## src/rtl/glitch_host_bridge_pkg.sv

```systemverilog
// Shared types and constants for glitch_host_bridge: FSM state encodings,
// response codes and command byte field positions.
package glitch_host_bridge_pkg;

    typedef enum logic [2:0] {
        ST_IDLE        = 3'd0,
        ST_GET_DATA    = 3'd1,
        ST_WB_CYCLE    = 3'd2,
        ST_SEND_STATUS = 3'd3,
        ST_SEND_DATA   = 3'd4
    } bridge_state_e;

    localparam logic [7:0] RSP_OK     = 8'hA5;
    localparam logic [7:0] RSP_BADCMD = 8'hE1;
    localparam logic [7:0] RSP_RXTO   = 8'hE2;
    localparam logic [7:0] RSP_WBTO   = 8'hEE;

    localparam int CMD_WR_BIT = 7;
    localparam int CMD_RSV_HI = 6;
    localparam int CMD_RSV_LO = 4;
    localparam int CMD_ADR_HI = 3;
    localparam int CMD_ADR_LO = 0;

    // Reserved bits must be zero for a command to be legal.
    function automatic logic cmd_is_bad(input logic [7:0] cmd);
        return cmd[CMD_RSV_HI:CMD_RSV_LO] != 3'b000;
    endfunction

endpackage

```

## src/rtl/glitch_host_bridge_if.sv

```systemverilog
// Byte-stream RX/TX and Wishbone master signals of glitch_host_bridge.
// TX: a byte moves when tx_valid && tx_ready; tx_valid/tx_data hold until then.
interface glitch_host_bridge_if;
    logic [7:0] rx_data;
    logic       rx_valid;
    logic [7:0] tx_data;
    logic       tx_valid;
    logic       tx_ready;
    logic [5:2] adr_o;
    logic [7:0] dat_o;
    logic [7:0] dat_i;
    logic       we_o;
    logic       stb_o;
    logic       ack_i;
    logic       rx_drop;

    modport master (
        input  rx_data, rx_valid, tx_ready, dat_i, ack_i,
        output tx_data, tx_valid, adr_o, dat_o, we_o, stb_o, rx_drop
    );

    modport slave (
        output rx_data, rx_valid, tx_ready, dat_i, ack_i,
        input  tx_data, tx_valid, adr_o, dat_o, we_o, stb_o, rx_drop
    );
endinterface

```

## src/rtl/glitch_host_bridge_timer.sv

```systemverilog
// Loadable down-counter that stops at zero; expired_o is high while the count is zero.
module glitch_host_bridge_timer #(
    parameter int WIDTH = 8
) (
    input  logic             clk_i,
    input  logic             rst_i,
    input  logic             load_i,
    input  logic [WIDTH-1:0] load_val_i,
    input  logic             en_i,
    output logic             expired_o
);
    logic [WIDTH-1:0] cnt_q, cnt_d;

    always_comb begin
        cnt_d = cnt_q;
        if (load_i) begin
            cnt_d = load_val_i;
        end else if (en_i && cnt_q != '0) begin
            cnt_d = cnt_q - WIDTH'(1);
        end
    end

    always_ff @(posedge clk_i) begin
        if (rst_i) begin
            cnt_q <= '0;
        end else begin
            cnt_q <= cnt_d;
        end
    end

    assign expired_o = (cnt_q == '0);
endmodule

```

## src/rtl/glitch_host_bridge.sv

```systemverilog
// Host byte-stream to single Wishbone cycle bridge with status/data responses.
// Define GLITCH_BRIDGE_RXTO_EN to abandon a write whose data byte never arrives.
module glitch_host_bridge
    import glitch_host_bridge_pkg::*;
#(
    parameter int WB_TIMEOUT = 16,
    parameter int RX_TIMEOUT = 100000
) (
    input  logic                 clk_i,
    input  logic                 rst_i,
    glitch_host_bridge_if.master bus,
    output bridge_state_e        dbg_state_o
);
    bridge_state_e state_q, state_d;
    logic [3:0]    adr_q, adr_d;
    logic [7:0]    dat_q, dat_d;
    logic          we_q, we_d;
    logic [7:0]    status_q, status_d;
    logic [7:0]    rdata_q, rdata_d;
    logic          has_data_q, has_data_d;
    logic          wb_load, wb_expired, rx_expired;
    logic          tx_valid, rx_drop;
    logic [7:0]    tx_data;

    // Loaded with WB_TIMEOUT-1 so that stb_o stays high exactly WB_TIMEOUT cycles.
    glitch_host_bridge_timer #(.WIDTH(8)) u_wb_timer (
        .clk_i      (clk_i),
        .rst_i      (rst_i),
        .load_i     (wb_load),
        .load_val_i (8'(WB_TIMEOUT - 1)),
        .en_i       (state_q == ST_WB_CYCLE),
        .expired_o  (wb_expired)
    );

`ifdef GLITCH_BRIDGE_RXTO_EN
    localparam int RX_W = $clog2(RX_TIMEOUT + 1);
    logic rx_load;

    assign rx_load = (state_q == ST_IDLE) && bus.rx_valid && bus.rx_data[CMD_WR_BIT]
                     && !cmd_is_bad(bus.rx_data);

    glitch_host_bridge_timer #(.WIDTH(RX_W)) u_rx_timer (
        .clk_i      (clk_i),
        .rst_i      (rst_i),
        .load_i     (rx_load),
        .load_val_i (RX_W'(RX_TIMEOUT - 1)),
        .en_i       (state_q == ST_GET_DATA),
        .expired_o  (rx_expired)
    );
`else
    assign rx_expired = (RX_TIMEOUT < 0);
`endif

    always_comb begin
        state_d    = state_q;
        adr_d      = adr_q;
        dat_d      = dat_q;
        we_d       = we_q;
        status_d   = status_q;
        rdata_d    = rdata_q;
        has_data_d = has_data_q;
        wb_load    = 1'b0;
        tx_valid   = 1'b0;
        tx_data    = 8'h00;
        rx_drop    = bus.rx_valid && (state_q != ST_IDLE) && (state_q != ST_GET_DATA);
        case (state_q)
            ST_IDLE: begin
                if (bus.rx_valid) begin
                    if (cmd_is_bad(bus.rx_data)) begin
                        status_d   = RSP_BADCMD;
                        has_data_d = 1'b0;
                        state_d    = ST_SEND_STATUS;
                    end else begin
                        adr_d = bus.rx_data[CMD_ADR_HI:CMD_ADR_LO];
                        we_d  = 1'b0;
                        if (bus.rx_data[CMD_WR_BIT]) begin
                            state_d = ST_GET_DATA;
                        end else begin
                            has_data_d = 1'b1;
                            wb_load    = 1'b1;
                            state_d    = ST_WB_CYCLE;
                        end
                    end
                end
            end
            ST_GET_DATA: begin
                // A data byte in the RX expiry cycle still wins.
                if (bus.rx_valid) begin
                    dat_d      = bus.rx_data;
                    we_d       = 1'b1;
                    has_data_d = 1'b0;
                    wb_load    = 1'b1;
                    state_d    = ST_WB_CYCLE;
                end else if (rx_expired) begin
                    status_d   = RSP_RXTO;
                    has_data_d = 1'b0;
                    state_d    = ST_SEND_STATUS;
                end
            end
            ST_WB_CYCLE: begin
                if (bus.ack_i) begin
                    status_d = RSP_OK;
                    if (!we_q) rdata_d = bus.dat_i;
                    state_d  = ST_SEND_STATUS;
                end else if (wb_expired) begin
                    status_d = RSP_WBTO;
                    rdata_d  = 8'h00;
                    state_d  = ST_SEND_STATUS;
                end
            end
            ST_SEND_STATUS: begin
                tx_valid = 1'b1;
                tx_data  = status_q;
                if (bus.tx_ready) state_d = has_data_q ? ST_SEND_DATA : ST_IDLE;
            end
            ST_SEND_DATA: begin
                tx_valid = 1'b1;
                tx_data  = rdata_q;
                if (bus.tx_ready) state_d = ST_IDLE;
            end
            default: state_d = ST_IDLE;
        endcase
    end

    always_ff @(posedge clk_i) begin
        if (rst_i) begin
            state_q    <= ST_IDLE;
            adr_q      <= '0;
            dat_q      <= '0;
            we_q       <= 1'b0;
            status_q   <= '0;
            rdata_q    <= '0;
            has_data_q <= 1'b0;
        end else begin
            state_q    <= state_d;
            adr_q      <= adr_d;
            dat_q      <= dat_d;
            we_q       <= we_d;
            status_q   <= status_d;
            rdata_q    <= rdata_d;
            has_data_q <= has_data_d;
        end
    end

    assign bus.stb_o    = (state_q == ST_WB_CYCLE);
    assign bus.adr_o    = adr_q;
    assign bus.dat_o    = dat_q;
    assign bus.we_o     = we_q;
    assign bus.tx_valid = tx_valid;
    assign bus.tx_data  = tx_data;
    assign bus.rx_drop  = rx_drop;
    assign dbg_state_o  = state_q;
endmodule

```

## src/flat_wrapper.sv

```systemverilog
// flat-port wrapper written by rule: the top's interface ports become plain ports
module glitch_host_bridge_flat import glitch_host_bridge_pkg::*;
#(
    parameter int WB_TIMEOUT = 16,
    parameter int RX_TIMEOUT = 100000
)
  (clk_i, rst_i, dbg_state_o, bus_rx_data, bus_rx_valid, bus_tx_ready, bus_dat_i, bus_ack_i, bus_tx_data, bus_tx_valid, bus_adr_o, bus_dat_o, bus_we_o, bus_stb_o, bus_rx_drop);
  glitch_host_bridge_if bus_i ();
  input  logic clk_i;
  input  logic rst_i;
  output bridge_state_e dbg_state_o;
  input wire logic [$bits(bus_i.rx_data)-1:0] bus_rx_data;
  input wire logic [$bits(bus_i.rx_valid)-1:0] bus_rx_valid;
  input wire logic [$bits(bus_i.tx_ready)-1:0] bus_tx_ready;
  input wire logic [$bits(bus_i.dat_i)-1:0] bus_dat_i;
  input wire logic [$bits(bus_i.ack_i)-1:0] bus_ack_i;
  output wire logic [$bits(bus_i.tx_data)-1:0] bus_tx_data;
  output wire logic [$bits(bus_i.tx_valid)-1:0] bus_tx_valid;
  output wire logic [$bits(bus_i.adr_o)-1:0] bus_adr_o;
  output wire logic [$bits(bus_i.dat_o)-1:0] bus_dat_o;
  output wire logic [$bits(bus_i.we_o)-1:0] bus_we_o;
  output wire logic [$bits(bus_i.stb_o)-1:0] bus_stb_o;
  output wire logic [$bits(bus_i.rx_drop)-1:0] bus_rx_drop;
  assign bus_i.rx_data = bus_rx_data;
  assign bus_i.rx_valid = bus_rx_valid;
  assign bus_i.tx_ready = bus_tx_ready;
  assign bus_i.dat_i = bus_dat_i;
  assign bus_i.ack_i = bus_ack_i;
  assign bus_tx_data = bus_i.tx_data;
  assign bus_tx_valid = bus_i.tx_valid;
  assign bus_adr_o = bus_i.adr_o;
  assign bus_dat_o = bus_i.dat_o;
  assign bus_we_o = bus_i.we_o;
  assign bus_stb_o = bus_i.stb_o;
  assign bus_rx_drop = bus_i.rx_drop;
  glitch_host_bridge #(.WB_TIMEOUT(WB_TIMEOUT), .RX_TIMEOUT(RX_TIMEOUT)) u_core (.clk_i(clk_i), .rst_i(rst_i), .bus(bus_i), .dbg_state_o(dbg_state_o));
endmodule
```

## config.mk

```make
export PLATFORM = sky130hd
export DESIGN_NAME = glitch_host_bridge_flat
export DESIGN_NICKNAME = d
export VERILOG_FILES = /design/src/rtl/glitch_host_bridge_pkg.sv /design/src/rtl/glitch_host_bridge_if.sv /design/src/rtl/glitch_host_bridge_timer.sv /design/src/rtl/glitch_host_bridge.sv /design/src/flat_wrapper.sv
export SDC_FILE = /design/constraint.sdc
export NUM_CORES = 1
export LEC_CHECK = 0
export CAP_MARGIN = 20
export CORE_MARGIN = 5
export CORE_UTILIZATION = 51
export CTS_CLUSTER_SIZE = 30
export DETAILED_ROUTE_END_ITERATION = 6
export GPL_TIMING_DRIVEN = 0
export PLACE_DENSITY = 0.95
export SLEW_MARGIN = 30
export SYNTH_ARGS = -nofsm -noshare
export SYNTH_HDL_FRONTEND = slang
export SYNTH_SLANG_ARGS = --single-unit
```

## constraint.sdc

```tcl
create_clock -name clk_i -period 2.5 [get_ports clk_i]
set_input_delay 0.5 -clock clk_i [delete_from_list [all_inputs] [get_ports clk_i]]
set_output_delay 0.5 -clock clk_i [all_outputs]
set_load 0.05 [all_outputs]
```

==> impl_metrics.env, run 1 <==
export IMPL_min_period_ns=2.38
export IMPL_fmaxAchievable_mhz=420
export IMPL_cts_clk_slew_worst_paths_ns=0.11
export IMPL_crit_path_end_kind="output port"
export IMPL_cts_hold_buf=0
export IMPL_r2r_slack_ns=0.49
export IMPL_final_antenna_net_count=0
export IMPL_syn_area_per_cell_sq_um=8.94
export IMPL_grt_pass1_wl_mm=7.01
export IMPL_worst_pin_slew_ns=0.732
export IMPL_p_switching_uw=553
export IMPL_antenna_found_initial=0
export IMPL_p_comb_share_pct=34.2
export IMPL_arrival_ns=1.88
export IMPL_drc=0
export IMPL_slew_headroom_pct=51.2
export IMPL_crit_path_max_fanout=10
export IMPL_synth_edf_count=0
export IMPL_hp_class="reg -> reg"
export IMPL_maxCapViolCount=0
export IMPL_die_x_um=68.0
export IMPL_rows=21
export IMPL_post_route_period_util_pct=95.2
export IMPL_fin_setup_tns_ns=0
export IMPL_syn_num_nets=215
export IMPL_wl_per_cell_um=14.9
export IMPL_grt_usage_pct=19.8
export IMPL_cts_tree="done"
export IMPL_clock_power_share_pct=19.3
export IMPL_dpl_hpwl_mm=3.22
export IMPL_initial_utilization_pct=52.3
export IMPL_worstSetupPathType="reg -> out"
export IMPL_synth_seq_cells=38
export IMPL_port_buffers=47
export IMPL_cts_path_max_buffers=2
export IMPL_insertion_delay_ns=0.34
export IMPL_vdd_drop_max_v=0.000330
export IMPL_crit_path_start="u_core.dbg_state_o[2]$_SDFFE_PP0P_"
export IMPL_p_leak_uw=0.000879
export IMPL_finalHoldViolations=0
export IMPL_dr_first_iter_drc_count=180
export IMPL_final_util_pct=70.9
export IMPL_ys_async_sr_fraction_pct=0
export IMPL_nets=269
export IMPL_status="completed"
export IMPL_area_growth_pct=35.7
export IMPL_rsz0062_at_grt="false"
export IMPL_clock_root_buffer="clkbuf_4"
export IMPL_dieArea_sq_um=4630
export IMPL_grt_pass1_vias=1547
export IMPL_powerDensity_nw_per_um2=657
export IMPL_cts_sinks=38
export IMPL_drt_wl_total_mm=4.35
export IMPL_syn_inst=192
export IMPL_ys_seq_area_share_pct=44.3
export IMPL_fp_coreArea_sq_um=3280
export IMPL_grt_max_degree=12
export IMPL_setup_viol=0
export IMPL_nFillCells=237
export IMPL_synth_cell_types=48
export IMPL_rr_endpoint="u_core.u_wb_timer.cnt_q[1]$_SDFFE_PP0P_"
export IMPL_drive_gt1_share_pct=14.6
export IMPL_ios=48
export IMPL_multi_input_area_sq_um=901
export IMPL_place_congestion=0.867
export IMPL_internal_power_uw=977
export IMPL_seq_power_share_pct=46.5
export IMPL_viasPerCell=5.62
export IMPL_gr_total_overflow=0
export IMPL_crit_end="bus_stb_o"
export IMPL_antennaDiodeCount=0
export IMPL_r2r_start="u_core.u_wb_timer.cnt_q[0]$_SDFFE_PP0P_"
export IMPL_fp_dieH_um=68.0
export IMPL_min_delay_start="u_core.bus.dat_o[5]$_SDFFE_PP0N_"
export IMPL_ys_warnings_count=0
export IMPL_clock_skew_ns=0.00350
export IMPL_worst_ep_required_time_ns=2.00
export IMPL_dr_total_vias=1640
export IMPL_htree_levels=2
export IMPL_start_kind="flop"
export IMPL_worstRegToRegCells=6
export IMPL_cts_made_buffers=5
export IMPL_regArea_sq_um=761
export IMPL_ys_flop_type="dfxtp_1"
export IMPL_firstDrtPassIters=4
export IMPL_slew_viol_final=0
export IMPL_netlist_area_sq_um=1720
export IMPL_switching_share_pct=36.2
worst min path at each step:
stage,cells after the start,end
floorplan,1,u_core.rdata_q[4]$_SDFFE_PP0P_
global placement,2,u_core.bus.dat_o[2]$_SDFFE_PP0N_
detailed placement,2,u_core.bus.dat_o[5]$_SDFFE_PP0N_
CTS,2,u_core.bus.dat_o[5]$_SDFFE_PP0N_
global route,2,u_core.bus.dat_o[3]$_SDFFE_PP0N_
finish,2,u_core.bus.dat_o[5]$_SDFFE_PP0N_
cell usage in the layout, fill, tap and decap left out, types with 4 or more instances in the layout:
master / Yosys / routed
a21oi_1: 17 / 17
a22o_1: 15 / 15
clkbuf_1: 5 / 4
clkbuf_4: 0 / 5
clkdlybuf4s15_2: 0 / 9
clkdlybuf4s50_1: 0 / 36
dfxtp_1: 38 / 38
inv_1: 7 / 7
mux2i_1: 5 / 5
nand2_1: 25 / 25
nor2_1: 13 / 13
nor3_1: 5 / 4
o21ai_0: 5 / 5
timing repair:
action / CTS / global route
resized for setup: 30 / 1
setup endpoints to repair: 11 / 9
gates cloned: 0 / 0
buffers inserted: 0 / 1
endpoints found under the hold margin: 0 / 0
layer usage:
metal | track usage (%) | up-vias | share of wire (%)
met5 | 0 | - | 0
met4 | 5.71 | 0 | 1.4
met3 | 4.11 | 7 | 5.9
met2 | 35.7 | 52 | 53
met1 | 23.3 | 771 | 40
li1 | - | 810 | -
registers in the layout (all words and copies together), names as in the netlist:
signal                   flops
u_core.bus.dat_o             8
u_core.has_data_q            1
u_core.bus.adr_o             4
u_core.dbg_state_o           3
u_core.bus.we_o              1
u_core.status_q              5
u_core.rdata_q               8
u_core.u_wb_timer.cnt_q      8
power by group through the flow:
stage	sequential [uW]	combinational, uW	clock [uW]
after floorplan	770	313	0
after global placement	721	504	0
after detailed placement	725	517	0
after CTS	711	520	301
after global routing	721	572	329
final	711	523	295
stage by stage:
stage | hold slack, ns | cell area, sq um | setup WS (ns) | total power [uW] | std cells
floorplan | 0.434 | 1720 | 0.211 | 1080 | 192
global placement | 0.442 | 2240 | -0.0878 | 1220 | 285
detailed placement | 0.450 | 2240 | -0.0998 | 1240 | 285
CTS | 0.465 | 2300 | 0.0864 | 1530 | 291
global route | 0.488 | 2330 | 0.0331 | 1620 | 292
finish | 0.463 | 2330 | 0.121 | 1530 | 292
Yosys cell counts, drive strengths merged (2+ instances only):
| library cell | number | area share [%] |
|---|---|---|
| xor2 | 2 | 1.0 |
| or3 | 2 | 0.80 |
| nor2 | 13 | 2.8 |
| nand4 | 3 | 1.1 |
| inv | 7 | 1.5 |
| nor3 | 5 | 1.5 |
| or4 | 2 | 1.3 |
| dfxtp | 38 | 44 |
| a22o | 15 | 7.7 |
| a21boi | 2 | 0.87 |
| buf | 4 | 1.3 |
| mux2i | 5 | 2.9 |
| ha | 2 | 1.5 |
| clkbuf | 5 | 1.1 |
| or2 | 2 | 0.73 |
| a21oi | 18 | 5.5 |
| and2 | 3 | 1.1 |
| nor3b | 5 | 2.8 |
| nand3 | 2 | 0.58 |
| a22oi | 2 | 0.87 |
| nand2 | 25 | 5.5 |
| nor4 | 3 | 1.1 |
| a31oi | 2 | 0.73 |
| o21ai | 5 | 1.5 |
area by class of cell:
class | instances | area share, %
plain buffers | 8 | 1.61
multi-input cells | 138 | 38.7
clock inverters | 2 | 0.430
inverters | 7 | 1.13
well taps | 46 | 2.47
repair buffers | 48 | 21.4
clock buffers | 5 | 1.61
flip-flops and latches | 38 | 32.7
worst max-delay path, stage by stage, from the launching register on:
cell and delay, ns:
dfxtp_1 0.32, buf_2 0.18, nor3b_2 0.28, buf_4 0.21
dlygate4sd2_1 0.54
cell families (layout without fill, tap and decap cells):
| group | Yosys count | after routing | share of synthesized area, % |
|---|---|---|---|
| xor+xnor | 3 | 3 | 1.53 |
| buf+inv | 16 | 70 | 3.94 |
| fa+ha+maj | 2 | 2 | 1.46 |
| mux | 6 | 6 | 3.57 |
| compound gates | 57 | 57 | 23.8 |
| flops | 38 | 38 | 44.3 |
| simple gates | 70 | 70 | 21.4 |
Power figures use the tool's default switching activity.
==> run 2, diff against run 1 <==
--- a/config.mk
+++ b/config.mk
@@ -5,9 +5,10 @@
 export SDC_FILE = /design/constraint.sdc
 export NUM_CORES = 1
 export LEC_CHECK = 0
+export ABC_AREA = 1
 export CAP_MARGIN = 20
 export CORE_MARGIN = 5
-export CORE_UTILIZATION = 51
+export CORE_UTILIZATION = 53
 export CTS_CLUSTER_SIZE = 30
 export DETAILED_ROUTE_END_ITERATION = 6
 export GPL_TIMING_DRIVEN = 0
==> impl_metrics.env, run 2 <==
export IMPL_yosysMostFrequentCell="nand2_1"
export IMPL_place_congestion=0.841
export IMPL_holdWs_ns=0.461
export IMPL_min_period_ns=2.40
export IMPL_clock_power_share_pct=16.6
export IMPL_post_route_period_util_pct=95.9
export IMPL_status="completed"
export IMPL_cts_sinks=38
export IMPL_setup_viol=0
export IMPL_worst_pin_slew_ns=0.525
export IMPL_switching_share_pct=47.2
export IMPL_final_common_cell="nand2_1"
export IMPL_dr_first_iter_drc_count=164
export IMPL_slowest_stage="dfxtp_1"
export IMPL_ys_flop_type="dfxtp_1"
export IMPL_syn_area_per_cell_sq_um=7.22
export IMPL_p_comb_share_pct=54.9
export IMPL_nFillCells=310
export IMPL_path_cells="nand2_1 > nor2_4 > inv_1 > o22ai_1 > clkdlybuf4s15_1"
export IMPL_final_area_sq_um=2570
export IMPL_rsz0062_at_grt="false"
export IMPL_worstSetupPathType="reg -> out"
export IMPL_synth_seq_cells=38
export IMPL_firstDrtPassIters=4
export IMPL_slew_headroom_pct=64.9
export IMPL_worst_ep_required_time_ns=2.00
export IMPL_clock_skew_ns=0.00745
export IMPL_arrival_ns=1.90
export IMPL_antenna_found_initial=0
export IMPL_synth_top_cell_area_share_pct=38.8
export IMPL_cts_setup_buffers=0
export IMPL_ys_seq_area_share_pct=38.8
export IMPL_dpl_hpwl_mm=3.60
export IMPL_p_switching_uw=1460
export IMPL_r2r_slack_ns=1.04
export IMPL_htree_levels=2
export IMPL_finalHoldViolations=0
export IMPL_gr_total_overflow=0
export IMPL_rows=22
export IMPL_grt_max_degree=12
export IMPL_area_growth_pct=30.8
export IMPL_vdd_drop_max_v=0.000655
export IMPL_maxCapViolCount=0
export IMPL_viasPerCell=5.33
export IMPL_p_leak_uw=0.00112
export IMPL_synth_edf_count=0
export IMPL_dieArea_sq_um=5020
export IMPL_synth_area_leaders="dfxtp_1 (39%), nand2_1 (8.4%), inv_1 (6.5%)"
export IMPL_multi_input_area_sq_um=1010
export IMPL_seq_power_share_pct=28.5
export IMPL_nets=348
export IMPL_dr_total_vias=1993
export IMPL_final_cell_mix="nand2_1 (44), dfxtp_1 (38), clkdlybuf4s50_1 (35)"
export IMPL_initial_utilization_pct=54.0
export IMPL_ios=48
export IMPL_grt_pass1_wl_mm=8.36
export IMPL_drc=0
export IMPL_final_util_pct=70.7
export IMPL_cts_made_buffers=5
export IMPL_slowest_delay_ns=0.53
export IMPL_wl_per_cell_um=13.1
export IMPL_dp_cells=366
export IMPL_powerDensity_nw_per_um2=1210
export IMPL_clock_root_buffer="clkbuf_8"
export IMPL_ys_warnings_count=0
export IMPL_ys_async_sr_fraction_pct=0
export IMPL_fmaxAchievable_mhz=417
export IMPL_fp_dieH_um=70.9
export IMPL_regArea_sq_um=761
export IMPL_antennaDiodeCount=0
export IMPL_syn_inst=272
export IMPL_syn_num_nets=295
export IMPL_final_antenna_net_count=0
export IMPL_port_buffers=46
export IMPL_crit_path_max_fanout=6
export IMPL_cts_clk_slew_worst_paths_ns=0.08
export IMPL_place_area_sq_um=2480
export IMPL_internal_power_uw=1630
export IMPL_fin_cells=374
export IMPL_cts_tree="done"
export IMPL_drt_wl_total_mm=4.90
export IMPL_grt_usage_pct=20.1
export IMPL_synth_top_cells_by_count="nand2_1 (44), dfxtp_1 (38), inv_1 (34)"
export IMPL_die_x_um=70.9
export IMPL_drive_gt1_share_pct=13.2
export IMPL_grt_pass1_vias=1940
export IMPL_insertion_delay_ns=0.29
export IMPL_netlist_top_cell_by_area="dfxtp_1"
export IMPL_start_kind="flop"
export IMPL_slew_viol_final=0
export IMPL_cts_path_max_buffers=2
export IMPL_synth_cell_types=30
export IMPL_fp_coreArea_sq_um=3630
export IMPL_netlist_area_sq_um=1960
export IMPL_hp_class="reg -> reg"
export IMPL_crit_path_end_kind="output port"
[run 2: cell types whose count changed after synthesis, sizes merged, moves of 11 or more]
cell   delta
a22o     -15
nor2     +27
nand2    +29
o21ai    +11
nand3    +24
inv      +33
[run 2: cells by family (layout without fill, tap and decap cells)]
logic type / Yosys count / after routing / synth area share (%)
simple gates: 135 / 135 / 35.8
compound gates: 47 / 47 / 12.9
buf+inv: 47 / 101 / 9.94
flops: 38 / 38 / 38.8
xor+xnor: 3 / 3 / 1.34
fa+ha+maj: 2 / 2 / 1.27
[run 2: layer usage]
metal	up-vias	global-route usage [%]	share of wire, %
met1	919	24.4	43
met3	10	4.26	5.9
met4	0	7.93	1.9
met5	-	0	0
met2	77	34.6	49
li1	987	-	-
[run 2: through the flow]
stage / setup TNS [ns] / power, uW / setup WS (ns)
2_1_floorplan: -0.0621 / 2200 / -0.0124
3_3_place_gp: -0.0343 / 2540 / -0.0343
3_5_place_dp: -0.0273 / 2590 / -0.0273
4_1_cts: 0 / 3090 / 0.0360
5_1_grt: 0 / 3330 / 0.00984
6_report: 0 / 3100 / 0.101
[run 2: what timing repair did]
item | in CTS | in global routing
resized for setup | 11 | 8
pin swaps | 0 | 0
endpoints found under the setup margin | 11 | 5
hold endpoints to repair | 0 | 0
hold buffers | 0 | 0
[run 2: final cells by class]
cell class                 instances  area share, %
timing repair buffer              46           17.1
multi-input combinational        187           39.2
tap                               48           2.34
buffer                             6           1.51
clock buffer                       7           2.97
clock inverter                     1           1.17
inverter                          41           6.09
sequential                        38           29.6
[run 2: power by group through the flow]
stage,combinational [uW],clock (uW),sequential (uW)
after floorplan,1170,0,1030
after global placement,1650,0,887
after detailed placement,1700,0,893
after CTS,1690,515,882
after global routing,1900,533,905
final,1700,513,884
[run 2: path summary, 6_finish.rpt]
check | start | end | depth (start not counted)
worst max-delay path | u_core.dbg_state_o[1]$_SDFFE_PP0P_ | bus_tx_data[7] | 5
worst min-delay path | u_core.status_q[6]$_SDFFE_PP0P_ | u_core.status_q[6]$_SDFFE_PP0P_ | 2
worst max register to register | u_core.u_wb_timer.cnt_q[0]$_SDFFE_PP0P_ | u_core.rdata_q[1]$_SDFFE_PP0P_ | 9
worst min register to register | u_core.status_q[6]$_SDFFE_PP0P_ | u_core.status_q[6]$_SDFFE_PP0P_ | 2
[run 2: critical path: cells and delay by family (launching register included)]
family                 cells  cell delay, ns
AND/OR/NAND/NOR            2            0.31
flip-flops                 1            0.53
AO/OA/AOI/OAI              1            0.13
buffers and inverters      2            0.65
==> run 3, diff against run 2 <==
==> constraint.sdc (replaced) <==
create_clock -name clk_i -period 2.5 [get_ports clk_i]
set_input_delay 0.25 -clock clk_i [delete_from_list [all_inputs] [get_ports clk_i]]
set_output_delay 0.25 -clock clk_i [all_outputs]
set_load 0.05 [all_outputs]
==> impl_metrics.env, run 3 (same netlist as run 2, synthesis figures left out) <==
export IMPL_status="completed"
export IMPL_worstSetupPathType="reg -> out"
export IMPL_final_common_cell="nand2_1"
export IMPL_p_leak_uw=0.00117
export IMPL_seq_power_share_pct=28.7
export IMPL_maxCapViolCount=0
export IMPL_clock_power_share_pct=14.7
export IMPL_antenna_found_initial=0
export IMPL_place_area_sq_um=2480
export IMPL_dr_total_vias=2002
export IMPL_p_comb_share_pct=56.6
export IMPL_final_antenna_net_count=0
export IMPL_powerDensity_nw_per_um2=1190
export IMPL_initial_utilization_pct=54.0
export IMPL_dp_slack_ns=0.305
export IMPL_clock_root_buffer="clkbuf_8"
export IMPL_grt_max_degree=13
export IMPL_worst_pin_slew_ns=0.509
export IMPL_p_switching_uw=1510
export IMPL_dpl_hpwl_mm=3.61
export IMPL_holdWs_ns=0.260
export IMPL_htree_levels=2
export IMPL_cts_resized=3
export IMPL_insertion_delay_ns=0.30
export IMPL_drive_gt1_share_pct=12.9
export IMPL_slew_viol_final=0
export IMPL_antennaDiodeCount=0
export IMPL_vdd_drop_max_v=0.000887
export IMPL_fin_setup_tns_ns=0
export IMPL_fp_dieH_um=70.9
export IMPL_cts_setup_buffers=0
export IMPL_start_kind="flop"
export IMPL_grt_pass1_wl_mm=8.47
export IMPL_cts_made_buffers=5
export IMPL_firstDrtPassIters=4
export IMPL_internal_power_uw=1570
export IMPL_wl_per_cell_um=13.5
export IMPL_rsz0062_at_grt="false"
export IMPL_cts_clk_slew_worst_paths_ns=0.08
export IMPL_place_congestion=0.835
export IMPL_fp_coreArea_sq_um=3630
export IMPL_finalPower_uw=3080
export IMPL_clock_skew_ns=0.00466
export IMPL_area_growth_pct=31.7
export IMPL_slew_headroom_pct=66.0
export IMPL_crit_path_end_kind="output port"
export IMPL_finalHoldViolations=0
export IMPL_die_x_um=70.9
export IMPL_dieArea_sq_um=5020
export IMPL_rows=22
export IMPL_nets=348
export IMPL_final_cell_mix="nand2_1 (44), clkdlybuf4s50_1 (39), dfxtp_1 (38)"
export IMPL_cts_tree="done"
export IMPL_grt_usage_pct=20.6
export IMPL_dr_first_iter_drc_count=196
export IMPL_min_period_ns=2.37
export IMPL_cts_sinks=38
export IMPL_hp_class="in -> reg"
export IMPL_arrival_ns=2.12
export IMPL_ios=48
export IMPL_switching_share_pct=49.1
export IMPL_setup_viol=0
export IMPL_final_area_sq_um=2580
export IMPL_fmaxAchievable_mhz=421
export IMPL_gr_total_overflow=0
export IMPL_grt_pass1_vias=1949
export IMPL_cts_hold_buf=0
export IMPL_drt_wl_total_mm=5.06
export IMPL_setup_ws_ns=0.126
export IMPL_port_buffers=46
export IMPL_cts_path_max_buffers=2
export IMPL_post_route_period_util_pct=95.0
export IMPL_viasPerCell=5.35
export IMPL_worst_ep_required_time_ns=2.25
export IMPL_drc=0
export IMPL_crit_path_max_fanout=10
run 3: cell count changes in the layout (fill, tap and decap cells not counted), sizes merged:
cell           change
dlymetal6s2s       +4
clkdlybuf4s15      -2
dlygate4sd2        -3
clkinvlp           +1
clkinv             +1
bufinv             -1
clkbuf             -4
clkdlybuf4s50      +4
run 3: worst paths after layout:
path / startpoint / end / slack (ns) / cells after the start
setup / recovery: u_core.dbg_state_o[1]$_SDFFE_PP0P_ / bus_stb_o / 0.13 / 4
hold / removal: rst_i / u_core.u_wb_timer.cnt_q[0]$_SDFFE_PP0P_ / 0.26 / 2
setup reg to reg: u_core.u_wb_timer.cnt_q[0]$_SDFFE_PP0P_ / u_core.rdata_q[0]$_SDFFE_PP0P_ / 1.03 / 9
hold reg to reg: u_core.status_q[2]$_SDFFE_PP0P_ / u_core.status_q[2]$_SDFFE_PP0P_ / 0.47 / 2
run 3: metrics by stage:
step | util (%) | instances
floorplan | - | 272
global placement | 68.4 | 366
detailed placement | 68.4 | 366
CTS | 70.9 | 374
global route | 71.1 | 374
finish | 71.1 | 374
run 3: power by group through the flow:
stage,Clock [uW],Combinational [uW],Sequential (uW)
after global routing,474,1920,908
after CTS,450,1730,883
final,453,1740,885
after global placement,0,1650,886
after detailed placement,0,1700,892
after floorplan,0,1170,1030
run 3: layout make-up:
type / count / area [sq um]
sequential: 38 / 761
fill: 313 / 1050
clock buffer: 6 / 82.6
inverter: 41 / 156
timing repair buffer: 46 / 467
buffer: 6 / 38.8
tap: 48 / 60.1
multi-input combinational: 187 / 1010
clock inverter: 2 / 12.5
run 3: per-layer routing:
| metal | up-vias | part of all wire, % | track usage [%] |
|---|---|---|---|
| li1 | 989 | - | - |
| met1 | 934 | 43 | 24.1 |
| met2 | 70 | 49 | 36.3 |
| met3 | 9 | 6.8 | 6.25 |
| met4 | 0 | 1.4 | 6.05 |
| met5 | - | 0 | 0 |
run 3: critical path: stages (launching register included):
cell and delay, ns:
dfxtp_1 0.55, nand3_4 0.18, inv_4 0.14, buf_6 0.15, clkdlybuf4s50_1 0.80
